===== config.mk =====
export PLATFORM = sky130hd
export DESIGN_NAME = axi_rx_ml
export DESIGN_NICKNAME = d
export VERILOG_FILES = /design/src/rtl/axi_rx_ml.sv
export SDC_FILE = /design/constraint.sdc
export NUM_CORES = 1
export LEC_CHECK = 0
export CAP_MARGIN = 0
export CORE_UTILIZATION = 38
export CTS_CLUSTER_DIAMETER = 100
export CTS_CLUSTER_SIZE = 16
export DETAILED_ROUTE_END_ITERATION = 8
export GPL_ROUTABILITY_DRIVEN = 0
export SLEW_MARGIN = 20
export SYNTH_ARGS = -nofsm -noshare
export SYNTH_HDL_FRONTEND = slang
export SYNTH_SLANG_ARGS = --single-unit
export TNS_END_PERCENT = 1

===== constraint.sdc =====
create_clock -name aclk -period 4.1 [get_ports aclk]
set_input_delay 0.82 -clock aclk [delete_from_list [all_inputs] [get_ports aclk]]
set_output_delay 0.82 -clock aclk [all_outputs]
set_load 0.01 [all_outputs]

===== src/rtl/axi_rx_ml.sv =====
// axi_rx_ml
// ---------------------------------------------------------------------------
// Multi-lane serial packet receiver. Qualified LANES-bit beats are shifted
// into a packet_length-bit word, MSB- or LSB-first. Completed words are
// buffered in a first-word-fall-through FIFO and offered downstream with
// valid/ready. A packet that completes while the FIFO is full, and no pop
// happens on that edge, is dropped whole. Each drop pulses overflow for one
// cycle and bumps a saturating counter.
//
// Ports
//   aclk        : sole clock, rising edge
//   aresetn     : synchronous active-low reset
//   sdata       : serial beat data (LANES bits)
//   svalid      : beat qualifier, sdata sampled when high
//   fifo_data   : head-of-FIFO word, zero while the FIFO is empty
//   fifo_valid  : FIFO not empty
//   fifo_ready  : consumer takes the head word when fifo_valid & fifo_ready
//   overflow    : one-cycle pulse after a completed packet was dropped
//   drop_count  : saturating count of dropped packets
//   level       : current FIFO occupancy, 0..DEPTH
// ---------------------------------------------------------------------------
module axi_rx_ml #(
  parameter int packet_length = 32,
  parameter int LANES         = 1,
  parameter int DEPTH         = 4,
  parameter int MSB_FIRST     = 1,
  parameter int CNT_W         = 16
) (
  input  logic                     aclk,
  input  logic                     aresetn,
  input  logic [LANES-1:0]         sdata,
  input  logic                     svalid,
  output logic [packet_length-1:0] fifo_data,
  output logic                     fifo_valid,
  input  logic                     fifo_ready,
  output logic                     overflow,
  output logic [CNT_W-1:0]         drop_count,
  output logic [$clog2(DEPTH):0]   level
);

  localparam int BEATS = packet_length / LANES;
  localparam int BCW   = (BEATS > 1) ? $clog2(BEATS) : 1;
  localparam int PW    = $clog2(DEPTH);
  localparam int LW    = PW + 1;

  logic [BCW-1:0]           beat_cnt_q, beat_cnt_d;
  logic [packet_length-1:0] shift_q, shift_d;
  logic [PW-1:0]            wr_ptr_q, wr_ptr_d;
  logic [PW-1:0]            rd_ptr_q, rd_ptr_d;
  logic [LW-1:0]            level_q, level_d;
  logic                     overflow_q, overflow_d;
  logic [CNT_W-1:0]         drop_count_q, drop_count_d;

  logic [packet_length-1:0] mem [DEPTH];

  logic [packet_length-1:0] shift_in;
  logic                     last_beat;
  logic                     full;
  logic                     pop;
  logic                     push;
  logic                     drop;

  // Shift register with the current beat merged in. This is the completed
  // word on the last beat, so the FIFO sees it on the same edge.
  generate
    if (BEATS == 1) begin : g_single_beat
      assign shift_in = sdata;
    end else if (MSB_FIRST != 0) begin : g_msb_first
      assign shift_in = {shift_q[packet_length-LANES-1:0], sdata};
    end else begin : g_lsb_first
      assign shift_in = {sdata, shift_q[packet_length-1:LANES]};
    end
  endgenerate

  assign fifo_valid = (level_q != '0);
  assign full       = (level_q == LW'(DEPTH));
  assign last_beat  = svalid && (beat_cnt_q == BCW'(BEATS - 1));
  // fifo_ready on an empty FIFO is meaningless and must not move pointers.
  assign pop        = fifo_valid && fifo_ready;
  // A pop on the same edge frees the slot the new word needs.
  assign push       = last_beat && (!full || pop);
  assign drop       = last_beat && full && !pop;

  always_comb begin
    beat_cnt_d   = beat_cnt_q;
    shift_d      = shift_q;
    wr_ptr_d     = wr_ptr_q;
    rd_ptr_d     = rd_ptr_q;
    level_d      = level_q;
    overflow_d   = drop;
    drop_count_d = drop_count_q;

    if (svalid) begin
      shift_d    = shift_in;
      beat_cnt_d = last_beat ? '0 : beat_cnt_q + BCW'(1);
    end
    if (push) wr_ptr_d = wr_ptr_q + PW'(1);
    if (pop)  rd_ptr_d = rd_ptr_q + PW'(1);
    level_d = level_q + LW'(push) - LW'(pop);
    if (drop && (drop_count_q != '1)) drop_count_d = drop_count_q + CNT_W'(1);
  end

  always_ff @(posedge aclk) begin
    if (!aresetn) begin
      beat_cnt_q   <= '0;
      shift_q      <= '0;
      wr_ptr_q     <= '0;
      rd_ptr_q     <= '0;
      level_q      <= '0;
      overflow_q   <= 1'b0;
      drop_count_q <= '0;
    end else begin
      beat_cnt_q   <= beat_cnt_d;
      shift_q      <= shift_d;
      wr_ptr_q     <= wr_ptr_d;
      rd_ptr_q     <= rd_ptr_d;
      level_q      <= level_d;
      overflow_q   <= overflow_d;
      drop_count_q <= drop_count_d;
    end
  end

  // Storage needs no reset: fifo_data is masked while the FIFO is empty.
  always_ff @(posedge aclk) begin
    if (aresetn && push) mem[wr_ptr_q] <= shift_in;
  end

  assign fifo_data  = fifo_valid ? mem[rd_ptr_q] : '0;
  assign overflow   = overflow_q;
  assign drop_count = drop_count_q;
  assign level      = level_q;

endmodule


==> reports/metrics.yaml <==
timing:
  rsz0062_at_grt: "false"
  setup_ws_ns: 0.672
  hold_viol_final: 0
  fmax_ghz: 0.292
  slew_viol_final: 0
  slew_headroom: 0.418
  tightest_slew_ns: 0.873
  fin_crit_sh: 0.836
  setup_viol: 0
  finalClockSkew_ns: 0.0110
  whs_ns: 0.483
  final.setup.tns_ns: 0
  fin_crit_ns: 3.43
layout:
  syn_to_final_growth_pct: 19.7
  drive_above_1_share: 0.144
  fillCellCount: 1720
  nNetsFinal: 559
  multi_input_comb_area_sq_um: 2270
  layoutNonFillerInstCount: 822
  seq_area_sq_um: 5090
  diodes: 0
critical_path:
  arrival_ns: 2.61
  critPathKind: "reg2out"
  crit_path_end_kind: "primary output"
  critical_path_peak_fanout: 19
  crit_path_start_kind: "flop"
  worstPathRequired_ns: 3.28
placed_design:
  portBuffers: 57
  dp_hpwl_microns: 8100
  place_inst: 790
  dp_slack_ns: 0.752
logic_synthesis:
  synth_edf_count: 128
  synthTopCellsByCount: "edfxtp_1 (128), dfxtp_1 (62), nor2_1 (45)"
  synthTopCellsByArea: "edfxtp_1 (51%), dfxtp_1 (17%), mux4_2 (9.6%), mux2i_1 (5.3%), and2_1 (2.8%)"
  postSynthCellCount: 483
  synth_ff_type: "edfxtp_1"
  syn-num-nets: 498
  syn_area_sq_um: 7500
  ys_types: 47
  yosys_warnings: 0
  yosys.area.top_type: "edfxtp_1"
  synth_top_area_share: 0.513
  seq_area_frac_synth: 0.678
  ys_seq_elements: 190
  synth.most_common_cell: "edfxtp_1"
  synthArstFlopShare: 0
  syn_area_per_cell_sq_um: 15.5
clock_tree:
  cts_resized: 0
  cts_tree: "built"
  htree_num_levels: 4
  clk_pin_slew_worst_paths_ns: 0.07
  clockBufferDepth: 2
  post_cts_buffers: 0
  numCtsBuffers: 17
  cts_num_sinks: 190
  holdBufCountCts: 0
  clk_latency_ns: 0.42
  root_buffer: "clkbuf_16"
floorplan:
  dieWidth_microns: 142
  die_area_sq_um: 20300
  die_h_microns: 142
  core_area_sq_um: 19400
  io_pins: 58
  num_rows: 51
  start_util: 0.387
worst_hold_path:
  min_path_type: "reg2reg"
power_and_ir_drop:
  power_density_nw_per_um2: 413
  peakVddDrop_mv: 0.267
  power_uw: 3710
  p_leak_uw: 0.00303
global_route:
  grt_antenna_before_repair: 0
  grt_start_max_net_pins: 44
  grt_overflow: 0
  first_global_vias: 4227
  grt_usage: 0.146
  grt_pass1_wl_microns: 22200
detailed_routing:
  ant_nets: 0
  wl_microns: 13900
  drc: 0
  via_count: 4143
  wl_per_cell_microns: 17.0
  via_per_inst: 5.04
  drt_iter0_drc: 240
  first_pass_iters: 4
run_status:
  status: "complete, no violations"
job:
  cap_violations: 0
## registers in the layout, summed over array words and instances (netlist names), named ones only
register / flops
beat_cnt_q: 5
wr_ptr_q: 2
shift_q: 31
level: 3
drop_count: 16
rd_ptr_q: 2
mem: 128
overflow: 1
## per-layer routing
layer | wire [microns] | global-route usage | vias up | part of all wire
li1 | - | - | 1959 | -
met1 | 6320 | 0.184 | 2086 | 0.45
met5 | 0 | 0 | - | 0
met2 | 6920 | 0.244 | 89 | 0.50
met3 | 577 | 0.0407 | 9 | 0.041
met4 | 115 | 0.0419 | 0 | 0.0083
## kinds of logic after synthesis
kind of cell | count (synthesis) | synth area share
xor gates and xnor gates | 5 | 0.00584
and+or+nand+nor | 140 | 0.100
buffers and inverters | 34 | 0.0199
DFF | 190 | 0.678
adders and majority gates | 10 | 0.0177
AOI/OAI and AO/OA | 32 | 0.0290
muxes | 72 | 0.149
## worst paths after layout
kind | from | to | slack (ns) | depth (start not counted)
worst max-delay path | flop | fifo_data[0] | 0.67 | 4
worst min-delay path | beat_cnt_q[4] | beat_cnt_q[4] | 0.48 | 2
worst max register to register | beat_cnt_q[0] | level[2] | 1.11 | 13
worst min register to register | beat_cnt_q[4] | beat_cnt_q[4] | 0.48 | 2
## where the power goes
| group | internal [uW] | switching [uW] | total [uW] |
|---|---|---|---|
| clock | 876 | 762 | 1640 |
| sequential | 2020 | 3.24 | 2030 |
| combinational | 15.8 | 27.1 | 42.9 |
## through the flow
step / util / area (sq um)
floorplan: - / 7500
global placement: 0.432 / 8370
detailed placement: 0.432 / 8370
CTS: 0.463 / 8970
global route: 0.463 / 8970
finish: 0.463 / 8970
## layout make-up
class | count | share of cell area
clock buffers | 18 | 0.0478
clock inverters | 14 | 0.0190
inverters | 8 | 0.00335
multi-input cells | 259 | 0.253
flip-flops and latches | 190 | 0.567
well taps | 265 | 0.0369
repair buffers | 68 | 0.0736
## cell usage in the layout, fill, tap and decap left out, types with 3 or more instances in the layout
cell	instances
and2_1	33
buf_4	10
nand3_1	9
dfxtp_1	61
nor4_1	4
inv_1	7
clkbuf_16	17
a211oi_1	3
mux2i_1	40
inv_6	3
nand2b_1	5
edfxtp_1	128
xnor2_1	3
or4_1	3
mux4_2	32
and4_1	3
inv_8	5
nand4_1	6
ha_1	9
nand2_1	13
nor2_1	45
clkdlybuf4s50_1	56
a21oi_1	9
and3_1	8
o21ai_0	4
## critical path: stages (launching register included)
cell and delay (ns):
dfxtp_2 0.70, buf_12 0.28, mux4_2 0.52, and2_1 0.19, clkdlybuf4s50_1 0.48
No activity file was read; power rests on OpenSTA's default activity.
